`config.mk`:
```
export PLATFORM = sky130hd
export DESIGN_NAME = sim_ctrl
export DESIGN_NICKNAME = d
export VERILOG_FILES = /design/src/rtl/sim_ctrl_pkg.sv /design/src/rtl/sim_ctrl_fifo.sv /design/src/rtl/sim_ctrl.sv
export SDC_FILE = /design/constraint.sdc
export NUM_CORES = 1
export LEC_CHECK = 0
export ABC_CLOCK_PERIOD_IN_PS = 3550
export CAP_MARGIN = 10
export CELL_PAD_IN_SITES_DETAIL_PLACEMENT = 1
export CELL_PAD_IN_SITES_GLOBAL_PLACEMENT = 2
export CORE_AREA = 5 5 192 194
export CTS_CLUSTER_DIAMETER = 150
export DETAILED_ROUTE_END_ITERATION = 12
export DIE_AREA = 0 0 197 199
export PLACE_DENSITY = 0.77
export REMOVE_ABC_BUFFERS = 1
export SETUP_SLACK_MARGIN = 0.15
export SLEW_MARGIN = 20
export SYNTH_ARGS = -nofsm -noshare
export SYNTH_HDL_FRONTEND = slang
export SYNTH_HIERARCHICAL = 1
export SYNTH_SLANG_ARGS = --single-unit
```
`constraint.sdc`:
```
create_clock -name clk -period 3.55 [get_ports clk]
set_input_delay 0.355 -clock clk [delete_from_list [all_inputs] [get_ports clk]]
set_output_delay 0.355 -clock clk [all_outputs]
set_load 0.005 [all_outputs]
```
`src/rtl/sim_ctrl_pkg.sv`:
```
// Shared definitions for the simulation control block: register map,
// STATUS layout, FSM encoding and the watchdog exit code.
package sim_ctrl_pkg;

  localparam logic [7:0] OFF_CONSOLE  = 8'h00;
  localparam logic [7:0] OFF_EXIT     = 8'h04;
  localparam logic [7:0] OFF_CYCLE_LO = 8'h08;
  localparam logic [7:0] OFF_CYCLE_HI = 8'h0C;
  localparam logic [7:0] OFF_STATUS   = 8'h10;

  localparam int STATUS_FULL_BIT  = 0;
  localparam int STATUS_STATE_LSB = 1;

  localparam logic [31:0] WATCHDOG_CODE = 32'hDEAD_0001;

  typedef enum logic [1:0] {
    ST_RUN   = 2'd0,
    ST_DRAIN = 2'd1,
    ST_DONE  = 2'd2
  } state_e;

  // Decoded view of the current bus request.
  typedef struct packed {
    logic       sel;
    logic       wr;
    logic [7:0] off;
  } req_t;

  function automatic logic [31:0] status_word(input state_e st, input logic full);
    logic [31:0] w;
    w = '0;
    w[STATUS_FULL_BIT] = full;
    w[STATUS_STATE_LSB +: 2] = st;
    return w;
  endfunction

endpackage

```
`src/rtl/sim_ctrl_fifo.sv`:
```
// Console byte FIFO with push/pop handshakes and an occupancy count.
// DEPTH must be a power of two so the pointers wrap by natural overflow.
module sim_ctrl_fifo
  import sim_ctrl_pkg::*;
#(
  parameter int unsigned DEPTH = 8,
  parameter int unsigned WIDTH = 8
) (
  input  logic                     clk,
  input  logic                     resetn,
  input  logic                     push,
  input  logic [WIDTH-1:0]         push_data,
  output logic                     full,
  input  logic                     pop,
  output logic [WIDTH-1:0]         pop_data,
  output logic                     empty,
  output logic [$clog2(DEPTH):0]   count
);

  localparam int AW = $clog2(DEPTH);

  logic [WIDTH-1:0] mem [DEPTH];
  logic [AW-1:0]    wr_ptr;
  logic [AW-1:0]    rd_ptr;
  logic             do_push;
  logic             do_pop;

  assign full  = (count == (AW + 1)'(DEPTH));
  assign empty = (count == '0);

  // A push into a full FIFO is accepted only when a pop frees a slot in the same cycle.
  assign do_push = push && (!full || pop);
  assign do_pop  = pop && !empty;

  // NOTE: all state updates in clocked blocks use <= so every register sees
  // the pre-edge value of every other register, independent of block order.
  always_ff @(posedge clk) begin
    if (!resetn) begin
      wr_ptr <= '0;
      rd_ptr <= '0;
      count  <= '0;
    end else begin
      if (do_push) wr_ptr <= wr_ptr + 1'b1;
      if (do_pop)  rd_ptr <= rd_ptr + 1'b1;
      case ({do_push, do_pop})
        2'b10:   count <= count + 1'b1;
        2'b01:   count <= count - 1'b1;
        default: count <= count;
      endcase
    end
  end

  // NOTE: the storage array has no reset; an entry is only ever read after
  // it was written, and leaving it unreset lets it map onto plain RAM/flops.
  always_ff @(posedge clk) begin
    if (do_push) mem[wr_ptr] <= push_data;
  end

  assign pop_data = mem[rd_ptr];

endmodule

```
`src/rtl/sim_ctrl.sv`:
```
// Memory-mapped simulation controller: console output FIFO, exit request,
// free-running cycle counter and an optional watchdog that ends the run.
module sim_ctrl
  import sim_ctrl_pkg::*;
#(
  parameter logic [31:0] BASE_ADDR       = 32'h1000_0000,
  parameter int unsigned FIFO_DEPTH      = 8,
  parameter int unsigned WATCHDOG_CYCLES = 0
) (
  input  logic        clk,
  input  logic        resetn,
  input  logic        mem_valid,
  input  logic [31:0] mem_addr,
  input  logic [31:0] mem_wdata,
  input  logic [3:0]  mem_wstrb,
  output logic        mem_ready,
  output logic [31:0] mem_rdata,
  output logic        tx_valid,
  output logic [7:0]  tx_data,
  input  logic        tx_ready,
  output logic        done,
  output logic [31:0] exit_code,
  output logic        trap
);

  localparam int          CW      = $clog2(FIFO_DEPTH) + 1;
  localparam bit          WD_EN   = (WATCHDOG_CYCLES != 0);
  localparam logic [63:0] WD_LAST = 64'(WATCHDOG_CYCLES) - 64'd1;

  state_e      state;
  state_e      state_next;
  req_t        req;
  logic [63:0] cycle_cnt;
  logic [31:0] cycle_hi_snap;
  logic [31:0] rd_mux;

  logic          fifo_full;
  logic          fifo_empty;
  logic          fifo_push;
  logic          fifo_pop;
  logic [CW-1:0] fifo_count;

  logic running;
  logic push_req;
  logic stall;
  logic ack;
  logic exit_wr;
  logic wd_fire;

  assign req.sel = mem_valid && (mem_addr[31:8] == BASE_ADDR[31:8]);
  assign req.wr  = |mem_wstrb;
  assign req.off = mem_addr[7:0];

  assign running  = (state == ST_RUN);
  assign tx_valid = !fifo_empty;
  assign fifo_pop = tx_valid && tx_ready;

  // Only RUN-state console writes with byte 0 enabled reach the FIFO; everything
  // else acks without waiting.
  assign push_req  = req.sel && running && (req.off == OFF_CONSOLE) && mem_wstrb[0];
  assign stall     = push_req && fifo_full && !fifo_pop;
  assign ack       = req.sel && !mem_ready && !stall;
  assign fifo_push = ack && push_req;
  assign exit_wr   = ack && running && req.wr && (req.off == OFF_EXIT);
  assign wd_fire   = WD_EN && running && (cycle_cnt == WD_LAST);

  sim_ctrl_fifo #(
    .DEPTH (FIFO_DEPTH),
    .WIDTH (8)
  ) u_fifo (
    .clk       (clk),
    .resetn    (resetn),
    .push      (fifo_push),
    .push_data (mem_wdata[7:0]),
    .full      (fifo_full),
    .pop       (fifo_pop),
    .pop_data  (tx_data),
    .empty     (fifo_empty),
    .count     (fifo_count)
  );

  always_ff @(posedge clk) begin
    if (!resetn) state <= ST_RUN;
    else         state <= state_next;
  end

  // NOTE: every signal assigned in a combinational block gets a default at the
  // top, so no path through the case statements can infer a latch.
  always_comb begin
    state_next = state;
    case (state)
      ST_RUN:   if (exit_wr || wd_fire) state_next = ST_DRAIN;
      ST_DRAIN: if (fifo_empty)         state_next = ST_DONE;
      ST_DONE:  state_next = ST_DONE;
      default:  state_next = ST_RUN;
    endcase
  end

  always_comb begin
    done = (state != ST_RUN);
    trap = (state == ST_DONE);
  end

  always_comb begin
    rd_mux = '0;
    if (!req.wr) begin
      case (req.off)
        OFF_CONSOLE:  rd_mux = 32'(fifo_count);
        OFF_EXIT:     rd_mux = exit_code;
        OFF_CYCLE_LO: rd_mux = cycle_cnt[31:0];
        OFF_CYCLE_HI: rd_mux = cycle_hi_snap;
        OFF_STATUS:   rd_mux = status_word(state, fifo_full);
        default:      rd_mux = '0;
      endcase
    end
  end

  always_ff @(posedge clk) begin
    if (!resetn) begin
      mem_ready     <= 1'b0;
      mem_rdata     <= '0;
      cycle_cnt     <= '0;
      cycle_hi_snap <= '0;
      exit_code     <= '0;
    end else begin
      mem_ready <= ack;
      mem_rdata <= ack ? rd_mux : '0;
      if (state != ST_DONE) cycle_cnt <= cycle_cnt + 64'd1;
      // Reading LO freezes the upper half so a following HI read is coherent.
      if (ack && !req.wr && (req.off == OFF_CYCLE_LO)) cycle_hi_snap <= cycle_cnt[63:32];
      if (exit_wr)      exit_code <= mem_wdata;
      else if (wd_fire) exit_code <= WATCHDOG_CODE;
    end
  end

endmodule

```
; Yosys cells after proc, flatten, opt, wreduce, memory -nomap -nowiden
; Memories as Yosys holds them, arrays and structs flattened. A register that Yosys moved wholly into a read port is not among the register bits.
; Cells that the tools add are included.
[op_classes]
div_mod_pow = 0
shifts = 0
n_mul = 0
add_sub_neg = 5
n_mux = 9
order_cmp = 0
n_bitwise = 2
reduce_logical = 32
eq_ne = 13
[op_table]
columns = cell, n
row1 = $pmux W32 S5, 1
row2 = $add A64 B1 Y64 const B, 1
row3 = $eq A24 B21 Y1 const B, 1
row4 = $logic_and A1 B1 Y1, 17
row5 = $eq A8 B4 Y1 const B, 2
row6 = $eq A8 B3 Y1 const B, 1
row7 = $eq A8 B5 Y1 const B, 1
row8 = $logic_not A8 Y1, 1
row9 = $pmux W4 S2, 1
row10 = $add A3 B1 Y3 const B, 2
row11 = $logic_not A1 Y1, 6
row12 = $mux W3, 2
row13 = $pmux W2 S3, 1
row14 = $reduce_or A6 Y1, 1
row15 = $add A4 B1 Y4 const B, 1
row16 = $eq A2 B1 Y1 const B, 2
row17 = $eq A2 B2 Y1 const B, 2
row18 = $eq A4 B4 Y1 const B, 1
row19 = $logic_not A4 Y1, 1
row20 = $mux W2, 2
row21 = $ne A2 B1 Y1 const B, 2
row22 = $reduce_bool A2 Y1, 2
row23 = $reduce_or A4 Y1, 1
row24 = $sub A4 B1 Y4 const B, 1
row25 = other kinds (6), 8
[word_totals]
mem_bits_rw = 64
word_cells = 71
latchBits = 0
out_inout_bits = 76
memories = 1
mem_bits_ro = 0
regBits = 173
in_bits = 72
[memory_table]
columns = name, words, width, rd, rd_ports_with_merged_regs, write_ports, line_no
row1 = u_fifo.mem, 8, 8, 1, 1, 1, sim_ctrl_fifo.sv:22  ; logic [WIDTH-1:0] mem [DEPTH];

; Depth between registers and ports, before layout
; Gate-level depths: netlist of the first run.
[depth]
depth_word = 14
mapped_depth = 12

; Cells and area by module
; The synthesis of the first run kept the hierarchy.
[modules_own_cells]
columns = mod, area_each_um2, seq_area_each_um2, cells_per_inst, instances
row1 = sim_ctrl, 7220.7, 3263.1, 777, 1
row2 = sim_ctrl_fifo, 3080.5, 2182.1, 168, 1

; Worst setup path after synthesis of the first run
; Ideal clock, no wire load.
[synth_timing]
kind = input to register
from = input port mem_addr[7]
to = memory u_fifo.mem[0][0], enable pin
cell_stages = 7
setup_slack_ps = 160
setup_ps = 383
arrival_ps = 3007
cell_sequence = or4_1 or3_1 buf_2 nor4b_1 o21ai_2 or2_2 nor3_1
[synth_between]
elab_chain_cells = 11
[synth_rtl]
columns = element, line_no
row1 = start: declaration, sim_ctrl.sv:13  ; input logic [31:0] mem_addr,
row2 = $logic_not A8 Y1 (*), sim_ctrl.sv:60  ; assign push_req = req.sel && running && (req.off == OFF_CONSOLE) && mem_wstrb[0];
row3 = $logic_and A1 B1 Y1 (*) (2 in a row), sim_ctrl.sv:60
row4 = $logic_and A1 B1 Y1 (2 in a row), sim_ctrl.sv:61  ; assign stall = push_req && fifo_full && !fifo_pop;
row5 = $logic_not A1 Y1, sim_ctrl.sv:62  ; assign ack = req.sel && !mem_ready && !stall;
row6 = $logic_and A1 B1 Y1, sim_ctrl.sv:62
row7 = $logic_and A1 B1 Y1 (*), sim_ctrl.sv:63  ; assign fifo_push = ack && push_req;
row8 = named net fifo_push, sim_ctrl.sv:39  ; logic fifo_push;
row9 = $logic_and A1 B1 Y1 (*), sim_ctrl_fifo.sv:32  ; assign do_push = push && (!full || pop);
row10 = $mux W1 (*), sim_ctrl_fifo.sv:56  ; if (do_push) mem[wr_ptr] <= push_data;
row11 = $mux W1 (implied by the code) (*), sim_ctrl_fifo.sv:56
row12 = end: declaration, sim_ctrl_fifo.sv:22
; Mark *: on every way through the listed nets, which the timed path passes. The rest lies on a longest branch.

; Final worst setup path of the first run
[layout_timing]
from = input port mem_addr[7]
to = register u_fifo.count[2]
[layout_between]
elab_chain_cells = 11
[layout_rtl]
columns = element, line_no
row1 = $logic_not A8 Y1 (*), sim_ctrl.sv:60
row2 = $logic_and A1 B1 Y1 (*) (2 in a row), sim_ctrl.sv:60
row3 = $logic_and A1 B1 Y1 (2 in a row), sim_ctrl.sv:61
row4 = $logic_not A1 Y1, sim_ctrl.sv:62
row5 = $logic_and A1 B1 Y1, sim_ctrl.sv:62
row6 = $logic_and A1 B1 Y1 (*), sim_ctrl.sv:63
row7 = named net fifo_push, sim_ctrl.sv:39
row8 = $logic_and A1 B1 Y1 (*), sim_ctrl_fifo.sv:32
row9 = $eq A2 B1 Y1 / $eq A2 B2 Y1 (equally long branches), sim_ctrl_fifo.sv:45  ; case ({do_push, do_pop})
row10 = $pmux W4 S2 / $reduce_bool A2 Y1 (equally long branches), n/a
row11 = end signal: assignment, sim_ctrl_fifo.sv:46  ; 2'b10: count <= count + 1'b1;
row12 = end signal: assignment, sim_ctrl_fifo.sv:47  ; 2'b01: count <= count - 1'b1;
row13 = end signal: assignment, sim_ctrl_fifo.sv:48  ; default: count <= count;
row14 = end: declaration, sim_ctrl_fifo.sv:17  ; output logic [$clog2(DEPTH):0] count
; Marked as above.
; A chain may end at the register's enable or synchronous reset.

==> results.cfg, run 1 <==
[outcome]
run_status = finished, final reports clean

[yosys]
syn_area_sq_um = 10300
ys_seq_area_frac = 0.529
ys.flop_type = dfxtp_1
synth_edf_count = 64
ys_ff_latch = 240
ys_warn_count = 6
syn_avg_cell_area_sq_um = 10.9
ys_types = 62
async_reset_ff_frac = 0
syn_inst = 945

[power_and_ir_drop]
p_switching_mw = 1.20
internal_power_mw = 4.60
total_power_mw = 5.80
peakVddDrop_mv = 0.296
sw_frac_of_total = 0.207
leakagePower_nw = 4.28
power_density_nw_per_um2 = 437
pwr-share-comb = 0.031
seq_power_share = 0.485
pwr-share-clk = 0.484

[timing]
rsz0062_at_grt = no
finalSetupTns_ns = 0
clock.fmax_ghz = 0.329
final_max_slew_viol_count = 0
layout_min_cycle_time_ns = 3.04
finClkSkew_ns = 0.0146
tightest_slew_ns = 0.899
relSlewSlack = 0.400
period_share = 0.857
hold_slack_ns = 0.329
hold_viol = 0
setup_viol = 0

[clock_network]
clk_path_buf_depth = 3
clkTransAtPathRegs_ns = 0.06
cts_resized = 0
cts_made_buffers = 28
cts-root-buf = clkbuf_16
ctsHoldBuffers = 0
clock_latency_ns = 0.53
cts_tree = built
clock_sinks = 240
htreeDepth = 1
cts_setup_buffers = 0

[floorplan]
row_count = 69
die_y_um = 199
die_x_um = 197
core_region_area_sq_um = 35100
pin_count = 148
start_util = 0.294
die_area_sq_um = 39200

[global_route]
grt_pass1_wl_mm = 44.3
antenna_found_initial = 0
grt_max_degree = 74
grt_usage = 0.138
grt_pass1_vias = 8081
grt-ovfl-total = 0

[finish]
layout.filler_cells = 3877
fin_nets = 1185
fin_area_sq_um = 13300
drive_gt1_frac = 0.133
area_delta_synth_final_pct = 28.8
n_antenna_cell = 0
final_core_util = 0.378

[critical_path]
crit_path_max_fanout = 3
crit_start = mem_addr[7]
crit_arrival_ns = 3.50
critPathLaunchType = primary input
worstSetupPathType = in -> reg
crit-reg2reg-capture = u_fifo/count[2]
r2r_slack_ns = 0.56
critPathRequiredTime_ns = 4.00
cp-end-kind = flip-flop
r2r-start = mem_ready
ff2ff_path_depth = 13

[placement]
hpwlAfterDp_mm = 19.6
place.gp.congestion = 0.762
io_buffer_count = 147
placedInstanceArea_sq_um = 12400

[drt]
drtAntennaViolNets = 0
drt_pass1_iterations = 6
vias = 7737
first_iter_violations = 263
wl_per_cell_um = 17.7
wl_mm = 28.0
drc = 0
avgViaCountPerCell = 4.88

[min_path]
min_path_cells = 5
hold_path_startpoint = mem_addr[2]
min_path_type = in -> reg
hold_end = mem_rdata[0]

[run]
max_cap_violations = 0
==> registers in the layout, indices dropped and copies added, names as in the netlist, named ones only <==
signal / cells
u_fifo/mem: 64
u_fifo/wr_ptr: 3
exit_code: 32
cycle_hi_snap: 32
cycle_cnt: 64
mem_ready: 1
u_fifo/rd_ptr: 3
mem_rdata: 32
u_fifo/count: 4
state: 2
==> cell usage in the layout (no fill, tap or decap), types with 5 or more instances in the layout <==
| cell type | Yosys | layout |
|---|---|---|
| o21ai_0 | 32 | 32 |
| clkdlybuf4s50_1 | 0 | 146 |
| or3_1 | 27 | 27 |
| clkinv_2 | 0 | 5 |
| nand4_1 | 16 | 16 |
| and3_1 | 5 | 5 |
| nand4b_1 | 5 | 5 |
| and2_1 | 6 | 6 |
| a22oi_1 | 28 | 28 |
| buf_4 | 8 | 33 |
| nand2b_1 | 8 | 8 |
| xor2_1 | 8 | 8 |
| mux2_2 | 32 | 32 |
| nor2_1 | 129 | 129 |
| clkbuf_1 | 36 | 8 |
| xnor2_1 | 22 | 22 |
| o31ai_1 | 9 | 9 |
| mux2i_1 | 69 | 69 |
| nor4_1 | 13 | 13 |
| nand3_1 | 31 | 31 |
| and4_1 | 7 | 7 |
| nor3_1 | 18 | 18 |
| edfxtp_1 | 64 | 64 |
| nor2b_1 | 8 | 7 |
| mux4_2 | 20 | 20 |
| nand2_1 | 40 | 40 |
| inv_1 | 15 | 14 |
| or4_1 | 10 | 10 |
| dfxtp_1 | 176 | 176 |
| ha_1 | 10 | 10 |
| a21oi_1 | 43 | 43 |
| clkbuf_16 | 0 | 29 |
==> kinds of logic after synthesis <==
logic type,Yosys count,synth area share
simple gates,347,0.180
flops,240,0.529
compound gates,127,0.0756
mux,121,0.146
buf+inv,70,0.0326
xor+xnor,30,0.0255
fa+ha+maj,10,0.0121
==> critical path, stage by stage <==
cell,delay [ns]
clkdlybuf4s50_1,0.39
or4_1,0.54
or3_1,0.34
nor4b_1,0.34
buf_4,0.19
o21ai_2,0.06
ha_1,0.22
xor2_1,0.15
ha_1,0.19
a21oi_1,0.14
xor2_1,0.09
or3_1,0.31
a21boi_0,0.17
==> layout make-up <==
cell class	instances	area (sq um)	share of cell area
inverter	16	62.6	0.00472
clock inverter	11	105	0.00792
multi-input combinational	635	4520	0.341
sequential	240	5450	0.411
tap	461	577	0.0435
clock buffer	40	797	0.0601
timing repair buffer	182	1750	0.132
==> layer usage <==
layer / up-vias / global-route usage / share of wire
met3: 31 / 0.0196 / 0.029
met2: 109 / 0.250 / 0.50
met1: 3821 / 0.178 / 0.45
li1: 3776 / - / -
met5: - / 0 / 0
met4: 0 / 0.0259 / 0.015
==> Yosys cell counts (2+ instances only) <==
cell	instances	area share
a21boi_0	2	0.0015
a21oi_1	43	0.021
a22oi_1	28	0.020
and2_1	6	0.0036
and3_1	5	0.0030
and4_1	7	0.0060
and4b_1	2	0.0019
buf_2	4	0.0019
buf_4	8	0.0058
buf_6	5	0.0055
clkbuf_1	36	0.013
dfxtp_1	176	0.34
edfxtp_1	64	0.19
ha_1	10	0.012
inv_1	15	0.0055
mux2_2	32	0.035
mux2i_1	69	0.067
mux4_2	20	0.044
nand2_1	40	0.015
nand2b_1	8	0.0049
nand3_1	31	0.015
nand3b_1	2	0.0015
nand4_1	16	0.0097
nand4b_1	5	0.0043
nor2_1	129	0.047
nor2b_1	8	0.0049
nor3_1	18	0.0087
nor4_1	13	0.0079
nor4_4	3	0.0062
nor4b_1	3	0.0026
o21ai_0	32	0.016
o31ai_1	9	0.0066
or2_2	3	0.0018
or3_1	27	0.016
or4_1	10	0.0073
or4_4	2	0.0022
xnor2_1	22	0.019
xor2_1	8	0.0068
==> worst max path at each step <==
stage               slack, ns              end
global route             0.28  u_fifo/count[2]
floorplan               -0.15     exit_code[0]
detailed placement      -0.03  u_fifo/count[2]
CTS                      0.53  u_fifo/count[2]
finish                   0.51  u_fifo/count[2]
global placement         0.02  u_fifo/count[2]
==> power groups by stage <==
stage | Combinational (mW) | Sequential [mW] | Clock (mW)
2_1_floorplan | 0.0397 | 2.87 | 0
3_3_place_gp | 0.179 | 2.87 | 0
3_5_place_dp | 0.182 | 2.87 | 0
4_1_cts | 0.183 | 2.81 | 2.91
5_1_grt | 0.193 | 2.81 | 3.02
6_report | 0.178 | 2.81 | 2.81
==> metrics by stage <==
step,setup WS (ns),std cells
after floorplan,-0.154,891
after global placement,0.0172,1534
after detailed placement,-0.0308,1534
after CTS,0.529,1585
after global routing,0.280,1585
final,0.507,1585
No activity file was read; power rests on OpenSTA's default activity.
==> run 2: changes to the inputs <==
SKIP_CTS_REPAIR_TIMING = 1   (was default)
==> results of run 2 <==
Same layout as run 1: the final DEF is identical, and so are final timing and power.
